==> src/rtl/det_pkg.sv <==
// Shared types and width helpers for the sequential Leibniz determinant unit
// and its Heap's-algorithm permutation generator.
package det_pkg;

    typedef enum logic [2:0] {
        ST_IDLE,
        ST_LOAD,
        ST_MUL,
        ST_ACC,   // accumulation happens in the last MUL cycle; never entered
        ST_DONE
    } state_t;

    function automatic int factorial(input int n);
        int f;
        f = 1;
        for (int i = 2; i <= n; i++) begin
            f = f * i;
        end
        return f;
    endfunction

    // Width of the running product of MAX_N elements (sign included).
    function automatic int prod_w_of(input int max_n, input int elem_w);
        return max_n * elem_w;
    endfunction

    // Width of a sum of MAX_N! products that can never overflow.
    function automatic int acc_w_of(input int max_n, input int elem_w);
        return prod_w_of(max_n, elem_w) + $clog2(factorial(max_n)) + 1;
    endfunction

    function automatic int perm_idx_w_of(input int max_n);
        return (max_n > 1) ? $clog2(max_n) : 1;
    endfunction

    // Counter width able to hold values 0..max_n inclusive.
    function automatic int cnt_w_of(input int max_n);
        return $clog2(max_n + 1);
    endfunction

endpackage

==> src/rtl/heap_perm_gen.sv <==
// Iterative Heap's-algorithm permutation generator. The emitted permutation
// is held in perm while the next one is precomputed in a working copy.
module heap_perm_gen
    import det_pkg::*;
#(
    parameter int MAX_N = 5
) (
    input  logic                                   clk,
    input  logic                                   rst,
    input  logic                                   init,
    input  logic                                   step,
    input  logic [cnt_w_of(MAX_N)-1:0]             n,
    output logic [MAX_N*perm_idx_w_of(MAX_N)-1:0]  perm,
    output logic                                   parity,
    output logic                                   last
);

    localparam int IDX_W = perm_idx_w_of(MAX_N);
    localparam int CNT_W = cnt_w_of(MAX_N);

    logic [IDX_W-1:0] work_reg  [MAX_N];
    logic [IDX_W-1:0] work_next [MAX_N];
    logic [IDX_W-1:0] cur_reg   [MAX_N];
    logic [CNT_W-1:0] c_reg     [MAX_N];
    logic [CNT_W-1:0] c_next    [MAX_N];
    logic [CNT_W-1:0] i_reg, i_next;
    logic             ready_reg, ready_next;
    logic             exh_reg, exh_next;
    logic             parity_reg;
    logic             advance;
    logic [IDX_W-1:0] i_idx, swap_idx;

    assign i_idx   = IDX_W'(i_reg);
    // Work on the next permutation whenever it is not yet ready, including
    // on the very edge the current one is handed out.
    assign advance = (step || !ready_reg) && !exh_reg;

    always_comb begin
        work_next  = work_reg;
        c_next     = c_reg;
        i_next     = i_reg;
        ready_next = ready_reg && !step;
        exh_next   = exh_reg;
        swap_idx   = '0;
        if (advance) begin
            if (c_reg[i_idx] < i_reg) begin
                swap_idx            = i_reg[0] ? IDX_W'(c_reg[i_idx]) : '0;
                work_next[swap_idx] = work_reg[i_idx];
                work_next[i_idx]    = work_reg[swap_idx];
                c_next[i_idx]       = c_reg[i_idx] + CNT_W'(1);
                i_next              = CNT_W'(1);
                ready_next          = 1'b1;
            end else begin
                c_next[i_idx] = '0;
                i_next        = i_reg + CNT_W'(1);
                exh_next      = (i_reg + CNT_W'(1)) >= n;
            end
        end
    end

    always_ff @(posedge clk) begin
        if (rst || init) begin
            for (int k = 0; k < MAX_N; k++) begin
                work_reg[k] <= IDX_W'(k);
                cur_reg[k]  <= IDX_W'(k);
                c_reg[k]    <= '0;
            end
            i_reg      <= CNT_W'(1);
            ready_reg  <= 1'b0;
            exh_reg    <= 1'b0;
            parity_reg <= 1'b0;
        end else begin
            work_reg  <= work_next;
            c_reg     <= c_next;
            i_reg     <= i_next;
            ready_reg <= ready_next;
            exh_reg   <= exh_next;
            if (step) begin
                cur_reg    <= work_reg;
                parity_reg <= ~parity_reg;
            end
        end
    end

    genvar gi;
    generate
        for (gi = 0; gi < MAX_N; gi++) begin : g_perm
            assign perm[gi*IDX_W +: IDX_W] = cur_reg[gi];
        end
    endgenerate

    assign parity = parity_reg;
    assign last   = exh_reg && !ready_reg;

endmodule

==> src/rtl/determinante_seq.sv <==
// Sequential Leibniz determinant: one element multiply per cycle over all
// Heap's permutations. DET_OVERFLOW_CHECK_EN widens the accumulator and
// enables the overflow flag; otherwise the sum wraps in DET_W bits.
module determinante_seq
    import det_pkg::*;
#(
    parameter int MAX_N  = 5,
    parameter int ELEM_W = 8,
    parameter int DET_W  = 32,
    parameter int SIZE_W = 2
) (
    input  logic                            clk,
    input  logic                            rst,
    input  logic                            start,
    input  logic [SIZE_W-1:0]               sinalizador,
    input  logic [MAX_N*MAX_N*ELEM_W-1:0]   matriz,
    output logic                            busy,
    output logic                            done,
    output logic [DET_W-1:0]                det,
    output logic                            err,
    output logic                            overflow
);

    localparam int PROD_W = prod_w_of(MAX_N, ELEM_W);
    localparam int IDX_W  = perm_idx_w_of(MAX_N);
    localparam int CNT_W  = cnt_w_of(MAX_N);
    localparam int N_W    = SIZE_W + 1;
    localparam int NUM_EL = MAX_N * MAX_N;
    localparam int WORD_W = $clog2(NUM_EL);
`ifdef DET_OVERFLOW_CHECK_EN
    localparam int ACC_W  = acc_w_of(MAX_N, ELEM_W);
`else
    localparam int ACC_W  = DET_W;
`endif
    localparam logic signed [PROD_W-1:0] PROD_ONE     = PROD_W'(1);
    localparam logic signed [PROD_W-1:0] PROD_NEG_ONE = '1;

    state_t                          state_reg, state_next;
    logic [MAX_N*MAX_N*ELEM_W-1:0]   mat_reg;
    logic [N_W-1:0]                  n_reg, j_reg;
    logic signed [PROD_W-1:0]        prod_reg;
    logic signed [ACC_W-1:0]         acc_reg;
    logic                            busy_reg, done_reg, err_reg, ovf_reg;
    logic                            job_err_reg;
    logic [DET_W-1:0]                det_reg;

    logic [N_W-1:0]                  n_in;
    logic                            bad_n;
    logic                            last_mul;
    logic                            gen_init, gen_step;
    logic [MAX_N*IDX_W-1:0]          gen_perm;
    logic                            gen_parity, gen_last;
    logic [CNT_W-1:0]                gen_n;
    logic [IDX_W-1:0]                perm_arr [MAX_N];
    logic [IDX_W-1:0]                perm_j;
    logic signed [ELEM_W-1:0]        words [NUM_EL];
    logic [WORD_W-1:0]               n_w, k_w, word_idx;
    logic signed [ELEM_W-1:0]        elem;
    logic signed [PROD_W-1:0]        elem_ext, prod_mul;
    logic signed [ACC_W-1:0]         acc_term;
    logic                            ovf_now;

    assign n_in     = N_W'(sinalizador) + N_W'(2);
    assign bad_n    = int'(n_in) > MAX_N;
    assign last_mul = (j_reg == n_reg - N_W'(1));
    assign gen_n    = CNT_W'(n_reg);

    heap_perm_gen #(
        .MAX_N (MAX_N)
    ) u_gen (
        .clk    (clk),
        .rst    (rst),
        .init   (gen_init),
        .step   (gen_step),
        .n      (gen_n),
        .perm   (gen_perm),
        .parity (gen_parity),
        .last   (gen_last)
    );

    genvar gi;
    generate
        // words[] is indexed from the LSB end of the latched matrix.
        for (gi = 0; gi < NUM_EL; gi++) begin : g_words
            assign words[gi] = mat_reg[gi*ELEM_W +: ELEM_W];
        end
        for (gi = 0; gi < MAX_N; gi++) begin : g_perm
            assign perm_arr[gi] = gen_perm[gi*IDX_W +: IDX_W];
        end
    endgenerate

    // Element a[j][perm[j]] lives at word n*n-1-(j*n+perm[j]) from the LSB.
    assign perm_j   = perm_arr[IDX_W'(j_reg)];
    assign n_w      = WORD_W'(n_reg);
    assign k_w      = WORD_W'(j_reg) * n_w + WORD_W'(perm_j);
    assign word_idx = n_w * n_w - WORD_W'(1) - k_w;
    assign elem     = words[word_idx];
    assign elem_ext = {{(PROD_W-ELEM_W){elem[ELEM_W-1]}}, elem};
    assign prod_mul = prod_reg * elem_ext;

    generate
        if (ACC_W > PROD_W) begin : g_acc_ext
            assign acc_term = {{(ACC_W-PROD_W){prod_mul[PROD_W-1]}}, prod_mul};
        end else begin : g_acc_trunc
            assign acc_term = prod_mul[ACC_W-1:0];
        end
    endgenerate

`ifdef DET_OVERFLOW_CHECK_EN
    logic [ACC_W-DET_W:0] acc_top;
    assign acc_top = acc_reg[ACC_W-1:DET_W-1];
    assign ovf_now = !((&acc_top) || !(|acc_top));
`else
    assign ovf_now = 1'b0;
`endif

    always_ff @(posedge clk) begin
        if (rst) begin
            state_reg <= ST_IDLE;
        end else begin
            state_reg <= state_next;
        end
    end

    always_comb begin
        state_next = state_reg;
        gen_init   = 1'b0;
        gen_step   = 1'b0;
        case (state_reg)
            ST_IDLE: begin
                if (start) begin
                    state_next = bad_n ? ST_DONE : ST_LOAD;
                end
            end
            ST_LOAD: begin
                gen_init   = 1'b1;
                state_next = ST_MUL;
            end
            ST_MUL: begin
                if (last_mul) begin
                    if (gen_last) begin
                        state_next = ST_DONE;
                    end else begin
                        gen_step = 1'b1;
                    end
                end
            end
            ST_DONE: state_next = ST_IDLE;
            default: state_next = ST_IDLE;
        endcase
    end

    always_ff @(posedge clk) begin
        if (rst) begin
            mat_reg     <= '0;
            n_reg       <= '0;
            j_reg       <= '0;
            prod_reg    <= '0;
            acc_reg     <= '0;
            busy_reg    <= 1'b0;
            done_reg    <= 1'b0;
            err_reg     <= 1'b0;
            ovf_reg     <= 1'b0;
            job_err_reg <= 1'b0;
            det_reg     <= '0;
        end else begin
            done_reg <= 1'b0;
            case (state_reg)
                ST_IDLE: begin
                    if (start) begin
                        mat_reg     <= matriz;
                        n_reg       <= n_in;
                        busy_reg    <= 1'b1;
                        job_err_reg <= bad_n;
                        acc_reg     <= '0;
                    end
                end
                ST_LOAD: begin
                    j_reg    <= '0;
                    prod_reg <= PROD_ONE;
                    acc_reg  <= '0;
                end
                ST_MUL: begin
                    if (last_mul) begin
                        acc_reg <= acc_reg + acc_term;
                        j_reg   <= '0;
                        // Successive Heap's permutations differ by one swap,
                        // so the next sign is the opposite of the current one.
                        prod_reg <= gen_parity ? PROD_ONE : PROD_NEG_ONE;
                    end else begin
                        prod_reg <= prod_mul;
                        j_reg    <= j_reg + N_W'(1);
                    end
                end
                ST_DONE: begin
                    det_reg  <= acc_reg[DET_W-1:0];
                    err_reg  <= job_err_reg;
                    ovf_reg  <= ovf_now;
                    done_reg <= 1'b1;
                    busy_reg <= 1'b0;
                end
                default: ;
            endcase
        end
    end

    assign busy     = busy_reg;
    assign done     = done_reg;
    assign det      = det_reg;
    assign err      = err_reg;
    assign overflow = ovf_reg;

endmodule

==> config.mk <==
export PLATFORM = sky130hd
export DESIGN_NAME = determinante_seq
export DESIGN_NICKNAME = d
export VERILOG_FILES = /design/src/rtl/det_pkg.sv /design/src/rtl/heap_perm_gen.sv /design/src/rtl/determinante_seq.sv
export SDC_FILE = /design/constraint.sdc
export NUM_CORES = 1
export LEC_CHECK = 0
export ABC_AREA = 1
export CORE_MARGIN = 1
export CORE_UTILIZATION = 45
export CTS_BUF_LIST = sky130_fd_sc_hd__clkbuf_16
export DETAILED_ROUTE_END_ITERATION = 16
export DONT_BUFFER_PORTS = 1
export SLEW_MARGIN = 20
export SYNTH_ARGS = -nofsm -noshare
export SYNTH_HDL_FRONTEND = slang
export SYNTH_HIERARCHICAL = 1
export SYNTH_SLANG_ARGS = --single-unit
==> constraint.sdc <==
create_clock -name clk -period 26.2 [get_ports clk]
set_input_delay 7.86 -clock clk [delete_from_list [all_inputs] [get_ports clk]]
set_output_delay 7.86 -clock clk [all_outputs]
set_load 0.005 [all_outputs]
==> reports/results.ini <==
[detailed_routing]
drt_iter0_drc = 1571
first_pass_iters = 6
via_per_inst = 5.40
postRouteAntennaNets = 0
avgRoutedWirePerCell_um = 18.2
route.detailed.drc = 0
vias = 22284
drt-total-wl_um = 75000

[critical_path]
path_class = reg2reg
crit_path_frequent_cell = inv_1
crit_fanout = 21
cp-start-kind = flop
worstPathArrival_ps = 12630
cpMaxStageDelayCell = xor2_2
required_ps = 26710
cp_slowest_stage_delay_ps = 720
cp-end-kind = flop

[global_route]
grt_pass1_wl_um = 120000
antenna_found_initial = 9
grtUsageTotal_pct = 27.0
grt_pass1_vias = 21996
grt_max_degree = 153
grt.overflow.total = 0

[yosys]
synth_edf_count = 0
ys_warn_count = 6
synth-seq-area-share_pct = 29.3
async_reset_ff_share_pct = 0
synthCells = 3494
ys_top_cells_by_area = dfxtp_1, fa_1, nor2_1
yosysUniqueCellTypes = 55
ys_seq_elements = 360
synth_fp_nets = 3984
syn_area_mm2 = 0.0246
synth_top_cell_by_area = dfxtp_1
ys.flop_type = dfxtp_1
syn_avg_cell_area_um2 = 7.04
yosysTopAreaCellShare_pct = 29.3

[clocking]
cts_tree = built
ctsRootBufferMaster = clkbuf_16
path_clk_slew_ps = 60
cts_sinks = 360
post_cts_hold_buffer_count = 0
cts_made_buffers = 43
clockBufferDepth = 3
htreeDepth = 2
post_cts_resized = 0
cts_setup_buffers = 0
clock_latency_ps = 580

[timing]
clock_skew_ps = 35.7
rsz0062_at_grt = no
min_period_ps = 12120
max_freq_mhz = 82.5
fin_crit_sh_pct = 46.3
setup_violations = 0
drv_slew = 0
hold_violations = 0
tightest_slew_ps = 1070
setup_tns_ps = 0
relSlewSlack_pct = 28.4

[floorplan]
rows = 85
num_io_pins = 241
core_mm2 = 0.0539
die_x_um = 236
fp.dieH_um = 236
die_area_mm2 = 0.0556
start_util_pct = 45.6

[final_layout]
multi_input_area_mm2 = 0.0150
drive_gt1_share_pct = 4.27
n_fill_cell = 5445
area_delta_synth_final_pct = 7.22
layout.nets = 3875
largest_register_ffs = 200
register_area_mm2 = 0.00721
layout_common_cells = nor2_1, nand2_1, inv_1
layout_commonest_cell = nor2_1

[place]
gp_congestion = 0.943
dp_hpwl_um = 56100
port_buffers = 0

[status]
status = finished clean

[min_path]
hold_class = reg2reg

[job]
maxCapViolations = 0

[area by class of cell]
class	instances	area share [%]
clock inverters	35	1.20
diodes	10	0.0949
clock buffers	44	4.18
inverters	450	6.48
repair buffers	17	0.531
well taps	696	3.30
flip-flops and latches	360	27.3
multi-input cells	2513	56.9
[layer usage]
metal  share of wire [%]  global-route usage (%)  vias to the layer above
li1                    -                       -                    10912
met1                  47                    38.1                    10691
met2                  45                    42.9                      575
met3                 5.6                    3.98                      104
met4                 2.3                    7.63                        2
met5               0.023                       0                        -
[synth_stat cells, types with 11 or more instances]
cell and count:
a21oi_1 263, buf_2 24, buf_4 13, clkbuf_1 128, dfxtp_1 360, fa_1 165, ha_1 120, inv_1 434
nand2_1 548, nand3_1 215, nand3_2 14, nor2_1 651, nor3_1 12, o211ai_1 11, o21ai_0 364, o21ai_1 13
or2_2 12, xor2_1 23
[logic make-up after synthesis]
family                     count (synthesis)  synth area share (%)
and+or+nand+nor                         1495                  25.1
AOI/OAI and AO/OA                        699                  15.0
xor gates and xnor gates                  33                  1.18
buffers and inverters                    621                  9.87
adders and majority gates                285                  19.5
DFF                                      360                  29.3
other                                      1                0.0152
[critical path, delay by kind of cell (launching register included)]
kind,cells,cell delay [ps]
adders and majority gates,11,4870
AOI/OAI and AO/OA,10,2170
and+or+nand+nor,13,1860
buffers and inverters,10,1550
xor gates and xnor gates,2,1040
DFF,1,550
[metrics by stage]
step | setup WS, ps | instance area, µm² | cells | hold slack, ps | util [%]
finish | 14080 | 26400 | 4125 | 446 | 48.9
global route | 13220 | 26400 | 4123 | 471 | 48.9
CTS | 14140 | 26300 | 4115 | 449 | 48.9
detailed placement | 14190 | 24900 | 4036 | 441 | 46.2
global placement | 14510 | 24900 | 4035 | 434 | 46.2
floorplan | 16030 | 24600 | 3494 | 424 | -
[worst paths after layout]
kind	slack, ps	end	startpoint	cells past startpoint
setup / recovery	14080	acc_reg[27]$_SDFFE_PP0P_	j_reg[0]$_SDFFE_PP0P_	46
hold / removal	450	mat_reg[101]$_SDFFE_PP0P_	mat_reg[101]$_SDFFE_PP0P_	2
setup reg to reg	14080	acc_reg[27]$_SDFFE_PP0P_	j_reg[0]$_SDFFE_PP0P_	46
hold reg to reg	450	mat_reg[101]$_SDFFE_PP0P_	mat_reg[101]$_SDFFE_PP0P_	2
Power is not shown: default switching activity piles up to over one toggle a cycle in this logic, so the estimate is an artifact.
